==> config.mk <==
export PLATFORM = sky130hd
export DESIGN_NAME = fifo_wr_arbiter
export DESIGN_NICKNAME = d
export VERILOG_FILES = /design/src/rtl/fifo_arb_pkg.sv /design/src/rtl/fifo_wr_arbiter_rr_pick.sv /design/src/rtl/fifo_wr_arbiter.sv
export SDC_FILE = /design/constraint.sdc
export NUM_CORES = 1
export LEC_CHECK = 0
export BUFFER_PORTS_ARGS = -buffer_cell sky130_fd_sc_hd__buf_4
export CORE_UTILIZATION = 39
export DETAILED_ROUTE_END_ITERATION = 8
export GPL_TIMING_DRIVEN = 0
export PLACE_DENSITY = 0.77
export REMOVE_ABC_BUFFERS = 1
export SYNTH_ARGS = -nofsm -noshare
export SYNTH_HDL_FRONTEND = slang
export SYNTH_HIERARCHICAL = 1
export SYNTH_SLANG_ARGS = --single-unit
export TNS_END_PERCENT = 20
==> constraint.sdc <==
create_clock -name clk -period 1.5 [get_ports clk]
set_input_delay 0.15 -clock clk [delete_from_list [all_inputs] [get_ports clk]]
set_output_delay 0.15 -clock clk [all_outputs]
set_load 0.005 [all_outputs]
==> src/rtl/fifo_arb_pkg.sv <==
// Shared types and elaboration helpers for the FIFO write-port arbiter.
package fifo_arb_pkg;

    typedef enum logic {
        ST_IDLE  = 1'b0,
        ST_GRANT = 1'b1
    } arb_state_e;

    // Smallest w >= 1 with 2**w >= n.
    function automatic int unsigned id_width(input int unsigned n);
        int unsigned w;
        w = 1;
        for (int unsigned i = 1; i < 31; i++) begin
            if ((32'd1 << i) < n) w = i + 1;
        end
        return w;
    endfunction

    function automatic bit params_ok(input int unsigned nreq, input int unsigned burst);
        return (nreq >= 1) && (nreq <= 16) && (burst >= 1);
    endfunction

endpackage

==> src/rtl/fifo_wr_arbiter_rr_pick.sv <==
// Round-robin pick: first set request scanning from ptr upward, modulo NREQ.
module rr_pick
    import fifo_arb_pkg::*;
#(
    parameter int unsigned NREQ = 4,
    parameter int unsigned IDW  = id_width(NREQ)
) (
    input  logic [NREQ-1:0] req,
    input  logic [IDW-1:0]  ptr,
    output logic            any,
    output logic [IDW-1:0]  sel
);
    logic [NREQ-1:0] rot;
    logic [IDW-1:0]  off;
    logic [IDW:0]    sum;

    assign any = |req;

    // Rotate so ptr lands at bit 0, priority-encode, then rotate the index back.
    always_comb begin
        rot = NREQ'({req, req} >> ptr);
        off = '0;
        for (int i = int'(NREQ) - 1; i >= 0; i--) begin
            if (rot[i]) off = IDW'(i);
        end
        sum = (IDW + 1)'(ptr) + (IDW + 1)'(off);
        if (sum >= (IDW + 1)'(NREQ)) sum = sum - (IDW + 1)'(NREQ);
        sel = sum[IDW-1:0];
    end

endmodule

==> src/rtl/fifo_wr_arbiter.sv <==
// Round-robin burst arbiter sharing one FIFO write port among NREQ requesters.
module fifo_wr_arbiter
    import fifo_arb_pkg::*;
#(
    parameter int unsigned NREQ  = 4,
    parameter int unsigned DSIZE = 8,
    parameter int unsigned BURST = 4,
    parameter int unsigned IDW   = id_width(NREQ)
) (
    input  logic                  clk,
    input  logic                  rst,
    input  logic [NREQ-1:0]       req_valid,
    input  logic [NREQ*DSIZE-1:0] req_data,
    output logic [NREQ-1:0]       req_ready,
    input  logic                  fifo_wfull,
    output logic                  fifo_wreq,
    output logic [DSIZE-1:0]      fifo_wdata,
    output logic                  gnt_valid,
    output logic [IDW-1:0]        gnt_id
);
    localparam int unsigned CW = id_width(BURST);

    if (!params_ok(NREQ, BURST)) begin : g_bad_params
        $error("fifo_wr_arbiter: NREQ must be 1..16 and BURST >= 1");
    end

    arb_state_e     st_q, st_d;
    logic [IDW-1:0] owner_q, owner_d;
    logic [IDW-1:0] ptr_q, ptr_d;
    logic [CW-1:0]  cnt_q, cnt_d;

    logic           pick_any;
    logic [IDW-1:0] pick_sel;
    logic           owner_valid;
    logic           release_grant;

    rr_pick #(
        .NREQ (NREQ),
        .IDW  (IDW)
    ) u_rr_pick (
        .req (req_valid),
        .ptr (ptr_q),
        .any (pick_any),
        .sel (pick_sel)
    );

    always_ff @(posedge clk) begin
        if (rst) begin
            st_q    <= ST_IDLE;
            owner_q <= '0;
            ptr_q   <= '0;
            cnt_q   <= '0;
        end else begin
            st_q    <= st_d;
            owner_q <= owner_d;
            ptr_q   <= ptr_d;
            cnt_q   <= cnt_d;
        end
    end

    always_comb begin
        st_d          = st_q;
        owner_d       = owner_q;
        ptr_d         = ptr_q;
        cnt_d         = cnt_q;
        req_ready     = '0;
        fifo_wreq     = 1'b0;
        fifo_wdata    = '0;
        gnt_valid     = 1'b0;
        gnt_id        = '0;
        release_grant = 1'b0;
        owner_valid   = req_valid[owner_q];

        case (st_q)
            ST_IDLE: begin
                if (pick_any) begin
                    owner_d = pick_sel;
                    cnt_d   = '0;
                    st_d    = ST_GRANT;
                end
            end
            ST_GRANT: begin
                gnt_valid          = 1'b1;
                gnt_id             = owner_q;
                req_ready[owner_q] = ~fifo_wfull;
                fifo_wreq          = owner_valid & ~fifo_wfull;
                fifo_wdata         = req_data[int'(owner_q) * int'(DSIZE) +: DSIZE];
                // A full FIFO with the owner still valid is a stall, not a release.
                if (fifo_wreq) begin
                    if (cnt_q == CW'(BURST - 1)) release_grant = 1'b1;
                    else                         cnt_d = CW'(cnt_q + CW'(1));
                end else if (!owner_valid) begin
                    release_grant = 1'b1;
                end
                if (release_grant) begin
                    st_d  = ST_IDLE;
                    cnt_d = '0;
                    ptr_d = (owner_q == IDW'(NREQ - 1)) ? '0 : IDW'(owner_q + IDW'(1));
                end
            end
            default: st_d = ST_IDLE;
        endcase

        // Outputs are quiet during reset so no beat escapes a mid-burst reset.
        if (rst) begin
            req_ready  = '0;
            fifo_wreq  = 1'b0;
            fifo_wdata = '0;
            gnt_valid  = 1'b0;
            gnt_id     = '0;
        end
    end

endmodule

# After elaboration in Yosys (flattened, before gate mapping)
# Index checks and enable logic that the tools add are counted.
dict set report word_totals {
  reg_bits 7
  latchBits 0
  ramBits 0
  mem_bits_ro 0
  inputBits 39
  output_inout_bits 16
  word_cells 59
  n_memories 0
}
dict set report classes {
  n_addsub 4
  n_mul 0
  div 0
  order_cmp 3
  n_eq_ne 5
  shifts 2
  muxes 32
  bitwise 4
  reduce_logical 5
}
# cell n
set op_table {}
lappend op_table {{$shiftx 32x6->8} 1}
lappend op_table {{$mux 2} 12}
lappend op_table {{$mux 8} 2}
lappend op_table {{$mux 1} 12}
lappend op_table {{$mux 4} 2}
lappend op_table {{$shr 8x2->4} 1}
lappend op_table {{$add 2x1->2 const B} 2}
lappend op_table {{$and 4x4->4} 1}
lappend op_table {{$eq 2x2->1 const B} 2}
lappend op_table {{$pmux 2 s2} 1}
lappend op_table {{$reduce_and 2->1} 2}
lappend op_table {{$reduce_or 4->1} 1}
lappend op_table {{$add 2x2->3} 1}
lappend op_table {{$ge 3x3->1 const B} 1}
lappend op_table {{$lt 2x3->1 const B} 1}
lappend op_table {{$ne 3x1->1 const B} 1}
lappend op_table {{$ne 3x2->1 const B} 1}
lappend op_table {{$reduce_and 3->1} 1}
lappend op_table {{$bmux 1 s2} 1}
lappend op_table {{$demux 1 s2} 1}
lappend op_table {{$ge 2x1->1 const B} 1}
lappend op_table {{$ne 2x2->1 const B} 1}
lappend op_table {{$not 1->1} 2}
lappend op_table {{$pmux 1 s2} 1}
lappend op_table {{3 further kinds} 3}

# Depth between registers and ports, before layout
# Gate-level depths: netlist of run 1.
dict set report depth {
  depth_word 8
  ltp_mapped 10
}

# Hierarchy
# Netlist of run 1, hierarchy kept.
# module n_inst cells_each area_each_um2 seq_area_each_um2
set by_module_without_submodules {}
lappend by_module_without_submodules {fifo_wr_arbiter 1 76 726.9 140.1}
lappend by_module_without_submodules {rr_pick 1 27 178.9 0.0}

# Worst setup path before layout of run 1
# OpenSTA, ideal clock, no wires.
dict set report synth_path {
  path_kind {flip-flop to flip-flop}
  from {register ptr_q[0]}
  to {register owner_q[1]}
  setup_ns 0.126
  arrival_time_ns 1.437
  setup_slack_ns -0.063
  stages_incl_launch_ff 11
  n_path_buf 1
  synth_period_minus_slack_ns 1.563
  cell_sequence {dfxtp_1 -> buf_4 -> nand2_1 -> nor2_1 -> o21ai_0 -> o211ai_1 -> ha_1 -> xor2_1 -> xnor2_1 -> a21oi_1 -> nor2_1}
}
dict set report synth_between {
  elab_chain_len 8
  word_cells_on_any_way 9
  cone_classes {add/sub: 2; order compare: 1; shift: 1; mux: 5}
}
# item line
set synth_rtl {}
lappend synth_rtl {{from (decl)} fifo_wr_arbiter.sv:29} ;# logic [IDW-1:0] ptr_q, ptr_d;
lappend synth_rtl {{from (signal assigned)} fifo_wr_arbiter.sv:56} ;# ptr_q <= ptr_d;
lappend synth_rtl {{$shr 8x2->4} fifo_wr_arbiter_rr_pick.sv:21} ;# rot = NREQ'({req, req} >> ptr);
lappend synth_rtl {{$mux 2 (4 in series)} fifo_wr_arbiter_rr_pick.sv:24} ;# if (rot[i]) off = IDW'(i);
lappend synth_rtl {{$add 2x2->3 *} fifo_wr_arbiter_rr_pick.sv:26} ;# sum = (IDW + 1)'(ptr) + (IDW + 1)'(off);
lappend synth_rtl {{$ge 3x3->1 or $sub 2x1->2 (tied branches)} fifo_wr_arbiter_rr_pick.sv:27} ;# if (sum >= (IDW + 1)'(NREQ)) sum = sum - (IDW + 1)'(NREQ);
lappend synth_rtl {{$mux 2 *} fifo_wr_arbiter_rr_pick.sv:27}
lappend synth_rtl {{named net pick_sel[1]} fifo_wr_arbiter.sv:33} ;# logic [IDW-1:0] pick_sel;
lappend synth_rtl {{to (signal assigned)} fifo_wr_arbiter.sv:55} ;# owner_q <= owner_d;
lappend synth_rtl {{to (decl)} fifo_wr_arbiter.sv:28} ;# logic [IDW-1:0] owner_q, owner_d;
# Mark *: on every way through the listed nets, which the timed path passes. The rest lies on a longest branch.
# A chain may end at the register's enable or synchronous reset.

# Final worst setup path of run 1
dict set report layout_path {
  from {register owner_q[0]}
  to {output fifo_wdata[0]}
}
dict set report layout_between {
  elab_chain_len 3
}
# item line
set layout_rtl {}
lappend layout_rtl {{$shiftx 32x6->8} fifo_wr_arbiter.sv:87} ;# fifo_wdata = req_data[int'(owner_q) * int'(DSIZE) +: DSIZE];
lappend layout_rtl {{$mux 8} fifo_wr_arbiter.sv:74} ;# case (st_q)
lappend layout_rtl {{$mux 8} fifo_wr_arbiter.sv:105} ;# if (rst) begin
lappend layout_rtl {{to (decl)} fifo_wr_arbiter.sv:17} ;# output logic [DSIZE-1:0] fifo_wdata,
# No other way between the ends.

==> flow_metrics.env, run 1 <==
export IMPL_yosysSeqAreaShare_pct=15.5
export IMPL_wl_per_cell_um=13.2
export IMPL_worstMarginPinSlew_ns=0.348
export IMPL_rsz0062_at_grt="yes"
export IMPL_synth_edff_count=0
export IMPL_slew_viol_final=0
export IMPL_hpwl_mm=1.91
export IMPL_preCtsSetupSlack_ns=-0.421
export IMPL_end_kind="primary output"
export IMPL_yosysTopAreaCellShare_pct=19.9
export IMPL_drive_above_1_share_pct=57.1
export IMPL_grt_pass1_vias=923
export IMPL_n_antenna_cell=0
export IMPL_status="finished, violations left"
export IMPL_min_period_ns=1.67
export IMPL_power_leakage_nw=0.653
export IMPL_grt_pass1_wl_mm=4.02
export IMPL_gr_total_overflow=0
export IMPL_via_count=995
export IMPL_power_density_nw_per_um2=632
export IMPL_r2r_start="ptr_q[0]"
export IMPL_slew_headroom_pct=76.7
export IMPL_syn_inst=103
export IMPL_required_ns=1.35
export IMPL_setup_violations=10
export IMPL_htree_num_levels=1
export IMPL_clk_pin_slew_ns=0.06
export IMPL_fmax_ghz=0.597
export IMPL_clock_skew_ns=0.00601
export IMPL_boundaryPins=55
export IMPL_timing_final_ws_setup_ns=-0.174
export IMPL_clock_latency_ns=0.26
export IMPL_die_area_sq_um=2520
export IMPL_grt_max_degree=13
export IMPL_synth_top_cells_by_count="13 x and2_1, 12 x nor2_1, 8 x mux4_2, 7 x dfxtp_1, 7 x nor3_1"
export IMPL_die_y_um=50.2
export IMPL_yosysWarnings=6
export IMPL_post_route_period_util_pct=112
export IMPL_synth_top_area_cell="mux4_2"
export IMPL_start_util_pct=41.3
export IMPL_cts_num_sinks=7
export IMPL_clock_power_share_pct=19.1
export IMPL_syn_avg_cell_area_sq_um=8.79
export IMPL_crit_arrival_ns=1.52
export IMPL_cts_root_buf="clkbuf_4"
export IMPL_wirelength_mm=2.50
export IMPL_cts_tree="done"
export IMPL_clock_path_buffers=2
export IMPL_firstDrtPassIters=4
export IMPL_ys_flop_type="dfxtp_1"
export IMPL_vdd_drop_max_v=0.000397
export IMPL_async_flop_share_pct=0
export IMPL_combPwrFrac_pct=53.0
export IMPL_drtAntennaViolNets=0
export IMPL_first_iter_violations=13
export IMPL_grt_usage_pct=20.8
export IMPL_cts_inserted_buffers=3
export IMPL_seq_power_share_pct=27.8
export IMPL_min_from="rst"
export IMPL_min_path_type="in -> reg"
export IMPL_p_switching_w=0.000307
export IMPL_violations="negative setup slack"
export IMPL_synth_seq_cells=7
export IMPL_netlist_area_sq_um=906
export IMPL_viasPerCell=5.26
export IMPL_p_int_w=0.000622
export IMPL_fp_dieW_um=50.2
export IMPL_gp_congestion=0.719
export IMPL_swShare_pct=33.1
export IMPL_remaining_drc_errors=0
export IMPL_synthTopCellsByArea="mux4_2 20%, dfxtp_1 15%, and2_1 9.0%"
export IMPL_num_rows=17
export IMPL_crit_path_start="owner_q[0]"
export IMPL_drv_cap=0
export IMPL_synth_cell_type_count=33
export IMPL_power_w=0.000929
export IMPL_yosysMostFrequentCell="and2_1"
export IMPL_fin_nets=207
export IMPL_critPathMaxFanout=6
export IMPL_startpoint_type="flop"
export IMPL_area_delta_synth_final_pct=62.3
export IMPL_path_class="reg -> out"
export IMPL_core_sq_um=2190
export IMPL_io_buffers=54
export IMPL_antenna_found_initial=0
export IMPL_hold_violations=0
## timing repair
item | CTS | global route
pin swaps | 5 | 0
gates resized for setup | 10 | 18
endpoints found under the setup margin | 21 | 15
buffers inserted | 3 | 1
hold buffers | 0 | 0
## state kept, by name, summed over array words and instances (netlist names)
signal and count:
cnt_q 2, ptr_q 2, st_q 1, owner_q 2
## layout make-up
type | instances | area [sq um]
clock buffer | 4 | 26.3
fill | 179 | 721
inverter | 6 | 22.5
multi-input combinational | 86 | 767
sequential | 7 | 153
tap | 28 | 35.0
timing repair buffer | 58 | 467
## critical path, stage by stage, from the launching register on
cell,delay [ns]
dfxtp_4,0.36
buf_6,0.14
mux4_2,0.48
and2_1,0.16
buf_4,0.13
## power by group through the flow
stage / combinational [W] / sequential [W] / clock [W]
global placement: 0.000378 / 0.000277 / 0
global route: 0.000534 / 0.000267 / 0.000192
finish: 0.000493 / 0.000259 / 0.000178
CTS: 0.000454 / 0.000257 / 0.000175
detailed placement: 0.000385 / 0.000280 / 0
floorplan: 0.000231 / 0.000262 / 0
## cells in the final DEF, fill, tap and decap left out, types with 2 or more instances in the layout
cell type	instances
nor2_2	2
nand2b_1	5
a31oi_1	2
nor3_1	5
and2_1	9
nor3_2	2
buf_6	5
nor2_1	11
mux4_2	8
inv_1	5
dfxtp_1	3
buf_4	52
ha_1	6
a21oi_1	4
mux2i_1	2
and2_4	4
mux2_4	2
nor2b_1	2
dfxtp_4	3
o21ai_1	2
clkbuf_4	3
mux2i_2	2
nand3b_1	2
## final timing paths
path              slack, ns  cells past startpoint       endpoint
hold reg to reg        0.50                      2       cnt_q[1]
hold / removal         0.13                      2     owner_q[0]
setup reg to reg      -0.04                      8     owner_q[1]
setup / recovery      -0.17                      4  fifo_wdata[0]
## routing by layer
layer / share of wire, % / track usage, % / vias to the layer above
met5: 0 / 0 / -
met4: 1.5 / 9.05 / 0
met3: 7.2 / 4.55 / 4
met2: 52 / 38.0 / 46
met1: 39 / 22.5 / 458
li1: - / - / 487
## logic make-up after synthesis
group | share of synthesized area [%]
AO/OA/AOI/OAI | 11.0
AND/OR/NAND/NOR | 30.7
flip-flops | 15.5
buffers and inverters | 5.39
adder cells (fa/ha/maj) | 8.29
multiplexers | 27.2
XOR/XNOR | 1.93
## per-stage QoR
step | hold WS [ns] | instances | area, sq um | TNS [ns] | utilization, %
2_1_floorplan | 0.222 | 99 | 880 | -0.879 | -
3_3_place_gp | 0.397 | 181 | 1320 | -4.61 | 60.3
3_5_place_dp | 0.398 | 181 | 1320 | -4.98 | 60.3
4_1_cts | 0.126 | 188 | 1400 | -1.52 | 64.0
5_1_grt | 0.135 | 189 | 1470 | -1.94 | 67.1
6_report | 0.126 | 189 | 1470 | -1.37 | 67.1
Note: power is estimated with default switching activity, not from simulation.
==> run 2: changes to the inputs <==
--- a/config.mk
+++ b/config.mk
@@ -6,13 +6,13 @@
 export NUM_CORES = 1
 export LEC_CHECK = 0
 export BUFFER_PORTS_ARGS = -buffer_cell sky130_fd_sc_hd__buf_4
-export CORE_UTILIZATION = 39
+export CORE_UTILIZATION = 38
 export DETAILED_ROUTE_END_ITERATION = 8
 export GPL_TIMING_DRIVEN = 0
-export PLACE_DENSITY = 0.77
+export PLACE_DENSITY = 0.76
 export REMOVE_ABC_BUFFERS = 1
+export SLEW_MARGIN = 20
 export SYNTH_ARGS = -nofsm -noshare
 export SYNTH_HDL_FRONTEND = slang
-export SYNTH_HIERARCHICAL = 1
 export SYNTH_SLANG_ARGS = --single-unit
 export TNS_END_PERCENT = 20
==> flow_metrics.env, run 2 <==
export IMPL_status="finished, violations left"
export IMPL_violations="negative setup slack"
export IMPL_grt_usage_pct=19.8
export IMPL_hold_ws_ns=0.131
export IMPL_power_leakage_nw=0.681
export IMPL_fp_dieW_um=50.4
export IMPL_antenna_found_initial=0
export IMPL_rsz0062_at_grt="yes"
export IMPL_slew_viol_final=0
export IMPL_clock_path_buffers=2
export IMPL_timing_final_ws_setup_ns=-0.213
export IMPL_yosysTopAreaCellShare_pct=22.8
export IMPL_syn_avg_cell_area_sq_um=9.17
export IMPL_synth_mux_area_share_pct=25.0
export IMPL_setup_violations=15
export IMPL_remaining_drc_errors=0
export IMPL_fmax_ghz=0.584
export IMPL_post_route_period_util_pct=114
export IMPL_synth_xor_area_share_pct=0.985
export IMPL_synth_top_family_by_area="multiplexers"
export IMPL_slew_headroom_pct=57.5
export IMPL_synth_cell_type_count=34
export IMPL_synth_edff_count=0
export IMPL_netlist_area_sq_um=890
export IMPL_cts_tree="done"
export IMPL_drv_cap=0
export IMPL_cts_inserted_buffers=3
export IMPL_clock_latency_ns=0.25
export IMPL_clk_pin_slew_ns=0.05
export IMPL_grt_pass1_wl_mm=3.92
export IMPL_fin_nets=199
export IMPL_num_rows=17
export IMPL_yosysMostFrequentCell="nor2_1"
export IMPL_grt_pass1_vias=912
export IMPL_hpwl_mm=1.75
export IMPL_yosysWarnings=0
export IMPL_cts_num_sinks=7
export IMPL_seq_power_share_pct=27.9
export IMPL_final_common_cell="buf_4"
export IMPL_yosysSeqAreaShare_pct=15.8
export IMPL_drtAntennaViolNets=0
export IMPL_n_antenna_cell=0
export IMPL_wl_per_cell_um=13.7
export IMPL_min_path_type="in -> reg"
export IMPL_cts_root_buf="clkbuf_4"
export IMPL_io_buffers=54
export IMPL_grt_max_degree=15
export IMPL_startpoint_type="flop"
export IMPL_combPwrFrac_pct=55.0
export IMPL_area_delta_synth_final_pct=61.5
export IMPL_synth_top_area_cell="mux4_2"
export IMPL_preCtsSetupSlack_ns=-0.642
export IMPL_swShare_pct=32.5
export IMPL_end_kind="primary output"
export IMPL_synthTopCellsByArea="mux4_2 23%, dfxtp_1 16%, ha_1 8.4%"
export IMPL_die_y_um=50.4
export IMPL_vdd_drop_max_v=0.000419
export IMPL_reg_top3="cnt_q x2, owner_q x2, ptr_q x2"
export IMPL_syn_inst=97
export IMPL_htree_num_levels=1
export IMPL_firstDrtPassIters=6
export IMPL_gr_total_overflow=0
export IMPL_required_ns=1.35
export IMPL_hold_violations=0
export IMPL_core_sq_um=2210
export IMPL_synth_seq_cells=7
export IMPL_p_switching_w=0.000315
export IMPL_num_fill_cells=186
export IMPL_min_period_ns=1.71
export IMPL_clock_skew_ns=0.00443
export IMPL_clock_power_share_pct=17.2
export IMPL_gp_congestion=0.748
export IMPL_power_density_nw_per_um2=676
export IMPL_boundaryPins=55
export IMPL_ctsHoldBuffers=0
export IMPL_async_flop_share_pct=0
export IMPL_synthSimpleGateAreaFrac_pct=23.8
export IMPL_yosys_area_share_adder_pct=8.44
export IMPL_first_iter_violations=17
export IMPL_start_util_pct=40.2
export IMPL_synth_top_cells_by_count="12 x nor2_1, 9 x mux4_2, 8 x and2_1, 7 x dfxtp_1"
export IMPL_critPathMaxFanout=6
export IMPL_path_class="reg -> out"
export IMPL_ys_flop_type="dfxtp_1"
export IMPL_crit_arrival_ns=1.56
export IMPL_wirelength_mm=2.48
export IMPL_synth_compound_area_share_pct=17.0
export IMPL_p_int_w=0.000656
export IMPL_final_cell_mix="54 x buf_4, 12 x nor2_1, 9 x mux4_2"
export IMPL_worstMarginPinSlew_ns=0.637
export IMPL_viasPerCell=5.50
export IMPL_via_count=996
export IMPL_drive_above_1_share_pct=59.5
export IMPL_die_area_sq_um=2540
[run 2: cell families after synthesis]
family / count (synthesis)
flip-flops: 7
AO/OA/AOI/OAI: 19
XOR/XNOR: 1
buffers and inverters: 15
multiplexers: 11
AND/OR/NAND/NOR: 38
adder cells (fa/ha/maj): 6
[run 2: final cells by class]
| cell class | count | area, sq um | area share, % |
|---|---|---|---|
| timing repair buffer | 61 | 493 | 34.3 |
| tap | 28 | 35.0 | 2.44 |
| sequential | 7 | 153 | 10.6 |
| multi-input combinational | 75 | 704 | 49.0 |
| inverter | 6 | 25.0 | 1.74 |
| clock buffer | 4 | 26.3 | 1.83 |
[run 2: worst paths after layout]
check / startpoint / slack (ns) / end / depth (start not counted)
max: owner_q[0] / -0.21 / fifo_wreq / 3
min: rst / 0.13 / ptr_q[1] / 2
max reg2reg: owner_q[0] / -0.14 / ptr_q[1] / 5
min reg2reg: cnt_q[0] / 0.48 / cnt_q[0] / 2
[run 2: worst max-delay path: stages (launching register included)]
cell	delay, ns
dfxtp_4	0.40
mux4_2	0.57
and3_1	0.21
buf_4	0.13
[run 2: per-layer routing]
layer	vias to the layer above	global-route usage (%)	routed length (um)
met4	0	2.78	5
li1	473	-	-
met3	2	6.36	225
met5	-	0	0
met1	469	23.0	938
met2	52	36.0	1310
[run 2: timing repair]
action	CTS	global route
gates resized for setup	18	7
buffers inserted	7	0
setup endpoints to repair	21	18
gates cloned	0	0
pin swaps	7	1
[run 2: through the flow]
step	TNS (ns)	power, W	std cells	cell area (sq um)	util (%)
after global placement	-6.61	0.000671	170	1270	57.5
after CTS	-2.12	0.000958	181	1410	63.8
after detailed placement	-6.87	0.000687	170	1270	57.5
after floorplan	-2.76	0.000513	88	832	-
final	-2.24	0.000972	181	1440	64.9
after global routing	-3.11	0.00105	181	1440	64.9
[run 2: power groups by stage]
stage | Sequential [W] | Clock (W) | Combinational (W)
4_1_cts | 0.000268 | 0.000173 | 0.000517
6_report | 0.000271 | 0.000167 | 0.000534
3_5_place_dp | 0.000285 | 0 | 0.000402
2_1_floorplan | 0.000266 | 0 | 0.000246
3_3_place_gp | 0.000284 | 0 | 0.000387
5_1_grt | 0.000276 | 0.000193 | 0.000581
==> run 3: changes to the inputs <==
--- a/config.mk
+++ b/config.mk
@@ -6,13 +6,14 @@
 export NUM_CORES = 1
 export LEC_CHECK = 0
 export BUFFER_PORTS_ARGS = -buffer_cell sky130_fd_sc_hd__buf_4
-export CORE_UTILIZATION = 38
+export CORE_UTILIZATION = 39
 export DETAILED_ROUTE_END_ITERATION = 8
 export GPL_TIMING_DRIVEN = 0
-export PLACE_DENSITY = 0.76
+export PLACE_DENSITY_LB_ADDON = 0.2
 export REMOVE_ABC_BUFFERS = 1
 export SLEW_MARGIN = 20
 export SYNTH_ARGS = -nofsm -noshare
 export SYNTH_HDL_FRONTEND = slang
+export SYNTH_HIERARCHICAL = 1
 export SYNTH_SLANG_ARGS = --single-unit
 export TNS_END_PERCENT = 20
==> flow_metrics.env, run 3 (synthesis results as in run 1) <==
export IMPL_die_area_sq_um=2520
export IMPL_hpwl_mm=1.92
export IMPL_via_count=974
export IMPL_firstDrtPassIters=4
export IMPL_wirelength_mm=2.57
export IMPL_n_antenna_cell=0
export IMPL_clk_pin_slew_ns=0.05
export IMPL_critPathMaxFanout=6
export IMPL_combPwrFrac_pct=54.5
export IMPL_first_iter_violations=28
export IMPL_grt_pass1_vias=866
export IMPL_r2r_cells=8
export IMPL_grt_usage_pct=19.4
export IMPL_clock_latency_ns=0.25
export IMPL_power_leakage_nw=0.656
export IMPL_p_int_w=0.000633
export IMPL_remaining_drc_errors=0
export IMPL_clock_skew_ns=0.00608
export IMPL_seq_power_share_pct=27.6
export IMPL_status="finished, violations left"
export IMPL_cts_num_sinks=7
export IMPL_final_common_cell="buf_4"
export IMPL_utilization_pct=68.4
export IMPL_grt_max_degree=13
export IMPL_fp_dieW_um=50.2
export IMPL_area_delta_synth_final_pct=65.3
export IMPL_timing_final_ws_setup_ns=-0.190
export IMPL_num_fill_cells=173
export IMPL_worstMarginPinSlew_ns=0.350
export IMPL_setup_violations=10
export IMPL_grt_pass1_wl_mm=3.80
export IMPL_ctsHoldBuffers=0
export IMPL_min_period_ns=1.69
export IMPL_r2r_start="ptr_q[0]"
export IMPL_vdd_drop_max_v=0.000538
export IMPL_end_kind="primary output"
export IMPL_path_class="reg -> out"
export IMPL_cts_root_buf="clkbuf_4"
export IMPL_required_ns=1.35
export IMPL_drv_cap=0
export IMPL_fmax_ghz=0.592
export IMPL_cts_tree="done"
export IMPL_htree_num_levels=1
export IMPL_preCtsSetupSlack_ns=-0.366
export IMPL_final_seq_area_sq_um=151
export IMPL_p_switching_w=0.000304
export IMPL_gr_total_overflow=0
export IMPL_antenna_found_initial=0
export IMPL_min_from="rst"
export IMPL_viasPerCell=5.13
export IMPL_drtAntennaViolNets=0
export IMPL_rsz0062_at_grt="yes"
export IMPL_start_util_pct=41.3
export IMPL_clock_path_buffers=2
export IMPL_io_buffers=54
export IMPL_core_sq_um=2190
export IMPL_fin_nets=208
export IMPL_crit_arrival_ns=1.54
export IMPL_whs_endpoint="owner_q[0]"
export IMPL_cts_inserted_buffers=3
export IMPL_boundaryPins=55
export IMPL_violations="negative setup slack"
export IMPL_power_density_nw_per_um2=625
export IMPL_hold_violations=0
export IMPL_die_y_um=50.2
export IMPL_min_path_cells=2
export IMPL_swShare_pct=32.4
export IMPL_drive_above_1_share_pct=59.9
export IMPL_multi_input_area_sq_um=771
export IMPL_final_cell_mix="49 x buf_4, 11 x nor2_1, 9 x and2_4, 9 x buf_6, 8 x mux4_2"
export IMPL_num_rows=17
export IMPL_slew_viol_final=0
export IMPL_clock_power_share_pct=17.8
export IMPL_reg_top3="cnt_q x2, owner_q x2, ptr_q x2"
export IMPL_min_path_type="in -> reg"
export IMPL_reg2reg_to="owner_q[1]"
export IMPL_power_w=0.000937
export IMPL_reg2reg_slack_ns=-0.06
export IMPL_slew_headroom_pct=76.6
export IMPL_wl_per_cell_um=13.5
export IMPL_gp_congestion=0.818
export IMPL_startpoint_type="flop"
export IMPL_post_route_period_util_pct=113
[run 3: cell types whose count changed in the layout (fill, tap and decap cells not counted), sizes merged, moves of 2 or more]
cell and change:
o2111ai -2, mux2i +2, buf -2, nand2b +3, and2 +5, a21oi -2, and3 -5, nor3 +5
a21boi -2, nor2b +2, mux2 +2
[run 3: worst max path at each step]
stage / startpoint / endpoint / slack, ns / cells after the start
4_1_cts: owner_q[0] / fifo_wdata[2] / -0.18 / 4
3_5_place_dp: owner_q[0] / ptr_q[0] / -0.37 / 4
3_3_place_gp: owner_q[0] / ptr_q[0] / -0.39 / 4
6_report: owner_q[0] / fifo_wdata[4] / -0.19 / 4
2_1_floorplan: owner_q[0] / ptr_q[0] / -0.18 / 4
5_1_grt: owner_q[0] / fifo_wdata[4] / -0.24 / 4
[run 3: timing repair]
| item | in CTS | in global routing |
|---|---|---|
| setup endpoints to repair | 20 | 15 |
| hold endpoints to repair | 0 | 0 |
| resized for setup | 15 | 22 |
| buffers inserted | 3 | 2 |
[run 3: worst max-delay path, stage by stage (launching register included)]
cell and delay (ns):
dfxtp_4 0.37, buf_12 0.12, mux4_2 0.51, and2_4 0.18, buf_6 0.11
[run 3: area by class of cell]
cell class,count,share of cell area [%]
well taps,28,2.34
flip-flops and latches,7,10.1
multi-input cells,86,51.5
repair buffers,59,32.7
clock buffers,4,1.75
inverters,6,1.67
[run 3: power groups by stage]
stage	Clock (W)	Combinational [W]	Sequential [W]
2_1_floorplan	0	0.000231	0.000262
3_3_place_gp	0	0.000382	0.000276
3_5_place_dp	0	0.000388	0.000275
4_1_cts	0.000176	0.000461	0.000256
5_1_grt	0.000187	0.000551	0.000264
6_report	0.000167	0.000511	0.000259
[run 3: metrics by stage]
stage | setup TNS, ns | cell area [sq um] | hold WS, ns | cells
detailed placement | -4.26 | 1320 | 0.403 | 181
CTS | -1.49 | 1420 | 0.125 | 188
finish | -1.48 | 1500 | 0.135 | 190
global placement | -4.31 | 1320 | 0.400 | 181
global route | -2.09 | 1500 | 0.145 | 190
floorplan | -0.879 | 880 | 0.222 | 99
[run 3: metal layers]
| layer | track usage, % | part of all wire, % | wire, um | vias up |
|---|---|---|---|---|
| li1 | - | - | - | 491 |
| met1 | 22.3 | 42 | 1080 | 437 |
| met2 | 35.3 | 50 | 1290 | 46 |
| met3 | 5.15 | 7.7 | 197 | 0 |
| met4 | 4.29 | 0 | 0 | 0 |
| met5 | 0 | 0 | 0 | - |
